File: config.mk
export PLATFORM = sky130hd
export DESIGN_NAME = clink_tx_framer
export DESIGN_NICKNAME = d
export VERILOG_FILES = /design/src/rtl/clink_tx_framer.sv
export SDC_FILE = /design/constraint.sdc
export NUM_CORES = 1
export LEC_CHECK = 0
export ABC_CLOCK_PERIOD_IN_PS = 3200
export CAP_MARGIN = 10
export CELL_PAD_IN_SITES_DETAIL_PLACEMENT = 0
export CELL_PAD_IN_SITES_GLOBAL_PLACEMENT = 2
export CORE_ASPECT_RATIO = 1.4
export CORE_MARGIN = 2
export CORE_UTILIZATION = 31
export DETAILED_ROUTE_END_ITERATION = 10
export GPL_ROUTABILITY_DRIVEN = 0
export PLACE_DENSITY_LB_ADDON = 0.1
export SYNTH_ARGS = -nofsm -noshare
export SYNTH_HDL_FRONTEND = slang
export SYNTH_SLANG_ARGS = --single-unit
File: constraint.sdc
create_clock -name clk -period 3.2 [get_ports clk]
set_input_delay 0.48 -clock clk [delete_from_list [all_inputs] [get_ports clk]]
set_output_delay 0.48 -clock clk [all_outputs]
set_load 0.01 [all_outputs]
File: src/rtl/clink_tx_framer.sv
// clink_tx_framer -- Camera Link base-configuration transmit framer.
//
// Generates one video frame per accepted trigger: a front porch, h_active x
// v_active pixels with inter-line blanking, then a post-frame blank period.
// Pixel taps carry a test pattern (d0 = column, d1 = line, d2 = d0^d1 or the
// frame counter) and are packed into the 28-bit word a 7:1 serializer expects.
//
// Optional feature macro: CLINK_TX_FRAME_CNT_EN
//   defined   -> d2 carries an 8-bit frame counter that steps on every image_end
//   undefined -> d2 = d0 ^ d1, no frame counter is built
//
// Ports:
//   clk            pixel clock, rising edge
//   rst_n          asynchronous active-low reset
//   trigger        level; starts one frame when sampled high in IDLE
//   h_active       pixels per line
//   v_active       lines per frame
//   h_blank        front-porch / inter-line blank cycles (0 treated as 1)
//   v_blank        post-frame blank cycles (0 treated as 1)
//   clink_tx_word  28-bit serializer word (A/B/C ports + LVAL/FVAL/DVAL)
//   d0, d1, d2     taps A, B, C
//   lval/fval/dval line, frame and data valid
//   busy           frame or its blanking in progress
//   image_end      one-cycle pulse on the first post-frame blank cycle
//   trigger_miss   one-cycle pulse when a trigger arrives while busy

module clink_tx_framer #(
    parameter int CNT_WIDTH = 12
) (
    input  logic                 clk,
    input  logic                 rst_n,
    input  logic                 trigger,
    input  logic [CNT_WIDTH-1:0] h_active,
    input  logic [CNT_WIDTH-1:0] v_active,
    input  logic [CNT_WIDTH-1:0] h_blank,
    input  logic [CNT_WIDTH-1:0] v_blank,
    output logic [27:0]          clink_tx_word,
    output logic [7:0]           d0,
    output logic [7:0]           d1,
    output logic [7:0]           d2,
    output logic                 lval,
    output logic                 fval,
    output logic                 dval,
    output logic                 busy,
    output logic                 image_end,
    output logic                 trigger_miss
);

    typedef enum logic [2:0] {
        S_IDLE,
        S_FRONT,
        S_LINE,
        S_HBLANK,
        S_VBLANK
    } state_t;

    state_t               state;
    logic [CNT_WIDTH-1:0] h_act_q, v_act_q, h_blk_q, v_blk_q;
    logic [CNT_WIDTH-1:0] x_cnt, y_cnt, blk_cnt;
`ifdef CLINK_TX_FRAME_CNT_EN
    logic [7:0]           frame_cnt;
`endif

    // Last count value of each blank period; a programmed 0 still yields one cycle.
    logic [CNT_WIDTH-1:0] h_blk_last, v_blk_last;

    // Output values decoded from the current state; registered below so every
    // output appears one cycle after the state that produced it.
    logic [7:0] d0_n, d1_n, d2_n;
    logic       lval_n, fval_n, busy_n, image_end_n, miss_n;

    function automatic logic [27:0] map_word(input logic [7:0] a, input logic [7:0] b,
                                             input logic [7:0] c, input logic lv,
                                             input logic fv, input logic dv);
        logic [27:0] w;
        w        = '0;
        w[4:0]   = a[4:0];
        w[5]     = a[7];
        w[6]     = a[5];
        w[27]    = a[6];
        w[7]     = b[0];
        w[8]     = b[1];
        w[9]     = b[2];
        w[10]    = b[6];
        w[11]    = b[7];
        w[12]    = b[3];
        w[13]    = b[4];
        w[14]    = b[5];
        w[15]    = c[0];
        w[16]    = c[6];
        w[17]    = c[7];
        w[18]    = c[1];
        w[22:19] = c[5:2];
        w[24]    = lv;
        w[25]    = fv;
        w[26]    = dv;
        return w;
    endfunction

    always_comb begin
        // NOTE: every signal gets a value on every path through this block,
        // otherwise synthesis infers a latch to hold the old value.
        h_blk_last  = (h_blk_q == '0) ? '0 : h_blk_q - 1'b1;
        v_blk_last  = (v_blk_q == '0) ? '0 : v_blk_q - 1'b1;
        lval_n      = (state == S_LINE);
        fval_n      = (state == S_FRONT) || (state == S_LINE) || (state == S_HBLANK);
        busy_n      = (state != S_IDLE);
        image_end_n = (state == S_VBLANK) && (blk_cnt == '0);
        miss_n      = busy_n && trigger;
        d0_n        = lval_n ? 8'(x_cnt) : 8'h00;
        d1_n        = lval_n ? 8'(y_cnt) : 8'h00;
`ifdef CLINK_TX_FRAME_CNT_EN
        d2_n        = lval_n ? frame_cnt : 8'h00;
`else
        d2_n        = d0_n ^ d1_n;
`endif
    end

    always_ff @(posedge clk or negedge rst_n) begin
        if (!rst_n) begin
            // NOTE: every register, including the latched sizes and counters,
            // is reset so an aborted frame leaves no residue behind.
            state         <= S_IDLE;
            h_act_q       <= '0;
            v_act_q       <= '0;
            h_blk_q       <= '0;
            v_blk_q       <= '0;
            x_cnt         <= '0;
            y_cnt         <= '0;
            blk_cnt       <= '0;
`ifdef CLINK_TX_FRAME_CNT_EN
            frame_cnt     <= '0;
`endif
            clink_tx_word <= '0;
            d0            <= '0;
            d1            <= '0;
            d2            <= '0;
            lval          <= 1'b0;
            fval          <= 1'b0;
            dval          <= 1'b0;
            busy          <= 1'b0;
            image_end     <= 1'b0;
            trigger_miss  <= 1'b0;
        end else begin
            // NOTE: non-blocking assignments so every register samples the
            // pre-edge value of the others, independent of statement order.
            clink_tx_word <= map_word(d0_n, d1_n, d2_n, lval_n, fval_n, lval_n);
            d0            <= d0_n;
            d1            <= d1_n;
            d2            <= d2_n;
            lval          <= lval_n;
            fval          <= fval_n;
            dval          <= lval_n;
            busy          <= busy_n;
            image_end     <= image_end_n;
            trigger_miss  <= miss_n;
`ifdef CLINK_TX_FRAME_CNT_EN
            if (image_end_n) frame_cnt <= frame_cnt + 8'd1;
`endif

            case (state)
                S_IDLE: begin
                    if (trigger && (h_active != '0) && (v_active != '0)) begin
                        h_act_q <= h_active;
                        v_act_q <= v_active;
                        h_blk_q <= h_blank;
                        v_blk_q <= v_blank;
                        x_cnt   <= '0;
                        y_cnt   <= '0;
                        blk_cnt <= '0;
                        state   <= S_FRONT;
                    end
                end
                S_FRONT: begin
                    if (blk_cnt == h_blk_last) begin
                        blk_cnt <= '0;
                        x_cnt   <= '0;
                        state   <= S_LINE;
                    end else begin
                        blk_cnt <= blk_cnt + 1'b1;
                    end
                end
                S_LINE: begin
                    if (x_cnt == h_act_q - 1'b1) begin
                        blk_cnt <= '0;
                        state   <= (y_cnt == v_act_q - 1'b1) ? S_VBLANK : S_HBLANK;
                    end else begin
                        x_cnt <= x_cnt + 1'b1;
                    end
                end
                S_HBLANK: begin
                    if (blk_cnt == h_blk_last) begin
                        blk_cnt <= '0;
                        x_cnt   <= '0;
                        y_cnt   <= y_cnt + 1'b1;
                        state   <= S_LINE;
                    end else begin
                        blk_cnt <= blk_cnt + 1'b1;
                    end
                end
                S_VBLANK: begin
                    if (blk_cnt == v_blk_last) begin
                        blk_cnt <= '0;
                        state   <= S_IDLE;
                    end else begin
                        blk_cnt <= blk_cnt + 1'b1;
                    end
                end
                default: state <= S_IDLE;
            endcase
        end
    end

endmodule

==> results.cfg <==
[routing]
routed_via_density = 5.05
drc = 0
route.antenna.remaining_nets = 0
drt-pass1-iter-count = 4
via_count = 5797
routedWlPerCell_um = 16.2
wl_um = 18700
drt_iter0_drc = 242

[yosys]
synth-simple-area-share = 0.215
synth_xor_area_frac = 0.0646
synth_seq_cells = 116
synth_top_family_by_area = simple AND/OR/NAND/NOR gates
syn-instance-count = 749
yosys.area.top_type_share = 0.400
synth_compound_area_frac = 0.134
synth_ff_type = dfrtp_1
yosys-mux-area-fraction = 0.0993
synth_area_leader_cell = dfrtp_1
synth_enable_flop_cells = 0
netlist_area_um2 = 7260
synth_nets = 808
ys_seq_area_frac = 0.400
yosysWarnings = 0
synth_async_sr_flop_share = 1.00
ys_top_cells_by_count = 116 x dfrtp_1, 56 x nor2_1, 48 x mux2_2
yosys.area_share.adder = 0.0138
postSynthAreaPerCell_um2 = 9.69
netlist_top_cells_area = dfrtp_1 40%, mux2_2 7.4%, xnor2_1 4.3%
synthDistinctLibCells = 81
synth.most_common_cell = dfrtp_1

[sta]
worstMarginPinSlew_ns = 0.787
drv_slew = 0
finalCritPeriodShare = 0.943
slew_headroom = 0.474
setup_viol = 0
skew_ns = 0.0113
hold_viol = 0
max_freq_mhz = 331
tns_ns = 0
post-route-min-period_ns = 3.02

[setup_path]
worstPathMaxFanout = 15
crit_family = simple AND/OR/NAND/NOR gates
worstSetupStartpointType = flop
reg2reg_from = h_blk_q[0]$_DFFE_PN0P_
cp-end-kind = flop
path_common_cell = nor4_4
cp_slowest_cell = or3b_4
arrival_ns = 3.35
cpPeakStageDelay_ns = 0.43
worstPathRequired_ns = 3.54
crit_type = reg2reg
path_cells = inv_1, ha_1, or3b_4, nor4_4, o21ai_2, a2111oi_4, o221a_4, nand2_4, buf_4, nor4_4, mux2i_1
cp_num_buf_inv = 2
crit_start = h_blk_q[0]$_DFFE_PN0P_

[power_and_ir_drop]
leakage_nw = 3.79
powerDensity_nw_per_um2 = 835
irDropWorstVdd_mv = 0.464
finalPower_mw = 7.75

[floorplanning]
die-height_um = 185
io_pins = 109
die_area_um2 = 24700
core_region_area_um2 = 23100
start_util = 0.314
rows = 66
die_width_um = 133

[cells_and_area]
fin_nets = 889
area_delta_synth_final_pct = 27.8
diodes = 0
final_cells = 1149
drive_gt1_frac = 0.187

[placed_design]
place_hpwl_um = 13700
dp_cells = 1116
io_buffers = 107

[global_route]
grt_pass1_wl_um = 31100
grt_pass1_vias = 5946
grt_overflow_total = 0
grtUsageTotal = 0.160
grt_max_degree = 52
antenna_found_initial = 0

[run]
drv_cap = 0

[hold_path]
hp-class = in2async

[clocking]
cts.clk_slew.worst_paths_ns = 0.06
cts_max_level = 4
cts_buffers = 17
cts.path.max_buffers = 2
clock_latency_ns = 0.42
cts.sinks = 116
cts_root_buf = clkbuf_16
cts_tree = built

[run_status]
status = completed
-- cell usage in the layout (no fill, tap or decap), drive strengths merged, types with 12 or more instances in the layout --
cell type / n
dfrtp: 116
nor2: 56
nand2b: 15
inv: 24
clkbuf: 17
nor3: 21
mux2: 48
clkdlybuf4s50: 106
mux2i: 18
o21ai: 21
and3: 13
nor4: 26
xor2: 15
and2: 22
nand3: 22
nand2: 41
buf: 38
or3: 12
xnor2: 36
-- final timing paths --
path	to	slack, ns	cells after the start
worst max-delay path	y_cnt[10]$_DFFE_PN0P_	0.18	11
worst min-delay path	h_act_q[1]$_DFFE_PN0P_	0.10	1
worst max register to register	y_cnt[10]$_DFFE_PN0P_	0.18	11
worst min register to register	h_act_q[11]$_DFFE_PN0P_	0.53	1
max in group asynchronous	v_blk_q[7]$_DFFE_PN0P_	2.28	2
min in group clk	h_act_q[11]$_DFFE_PN0P_	0.53	1
-- where the power goes --
group          switching [mW]  internal [mW]  total (mW)
clock network           0.746           1.23        1.97
logic                    1.56           1.64        3.21
registers               0.676           1.90        2.57
total                    2.98           4.77        7.75
-- registers in the layout, summed over array words and instances (netlist names), 3 cells and up --
| signal | count |
|---|---|
| y_cnt | 12 |
| state | 3 |
| x_cnt | 12 |
| d2 | 7 |
| v_act_q | 12 |
| d1 | 7 |
| h_act_q | 12 |
| d0 | 7 |
| h_blk_q | 12 |
| clink_tx_word | 5 |
| blk_cnt | 12 |
| v_blk_q | 12 |
-- cell type report --
cell class	instances	area, µm²
clock buffer	17	425
clock inverter	15	183
fill	2320	13800
inverter	22	82.6
multi-input combinational	529	3930
sequential	116	2900
tap	306	383
timing repair buffer	144	1370
-- timing repair --
| item | in CTS | in global routing |
|---|---|---|
| setup endpoints to repair | 15 | 34 |
| hold buffers | 0 | 0 |
| buffers inserted | 0 | 1 |
| resized for setup | 1 | 17 |
| pin swaps | 1 | 3 |
-- per-layer routing --
layer,wire length (µm),track usage
met1,7720,0.183
met2,9920,0.293
met3,624,0.0298
met4,391,0.0596
met5,0,0
-- worst reg2reg max path: stages, from the launching register on --
cell and delay (ns):
dfrtp_1 0.38, inv_1 0.07, ha_1 0.19, or3b_4 0.43, nor4_4 0.32, o21ai_2 0.12
a2111oi_4 0.36, o221a_4 0.26, nand2_4 0.05, buf_4 0.22, nor4_4 0.30, mux2i_1 0.23
-- through the flow --
step | hold slack (ns) | utilization | area [µm²] | setup WS (ns)
detailed placement | 0.519 | 0.370 | 8560 | -0.00274
global route | 0.159 | 0.401 | 9280 | -0.00647
floorplan | 0.184 | - | 7260 | 0.0135
finish | 0.101 | 0.401 | 9280 | 0.182
global placement | 0.517 | 0.370 | 8560 | 0.0600
CTS | 0.120 | 0.397 | 9180 | 0.00197
-- cell families after synthesis --
logic type / after synthesis
buffers and inverters: 104
AOI/OAI and AO/OA: 125
other: 1
adders and majority gates: 8
muxes: 66
and+or+nand+nor: 277
DFF: 116
xor gates and xnor gates: 52
Note: power is estimated with default switching activity, not from simulation.
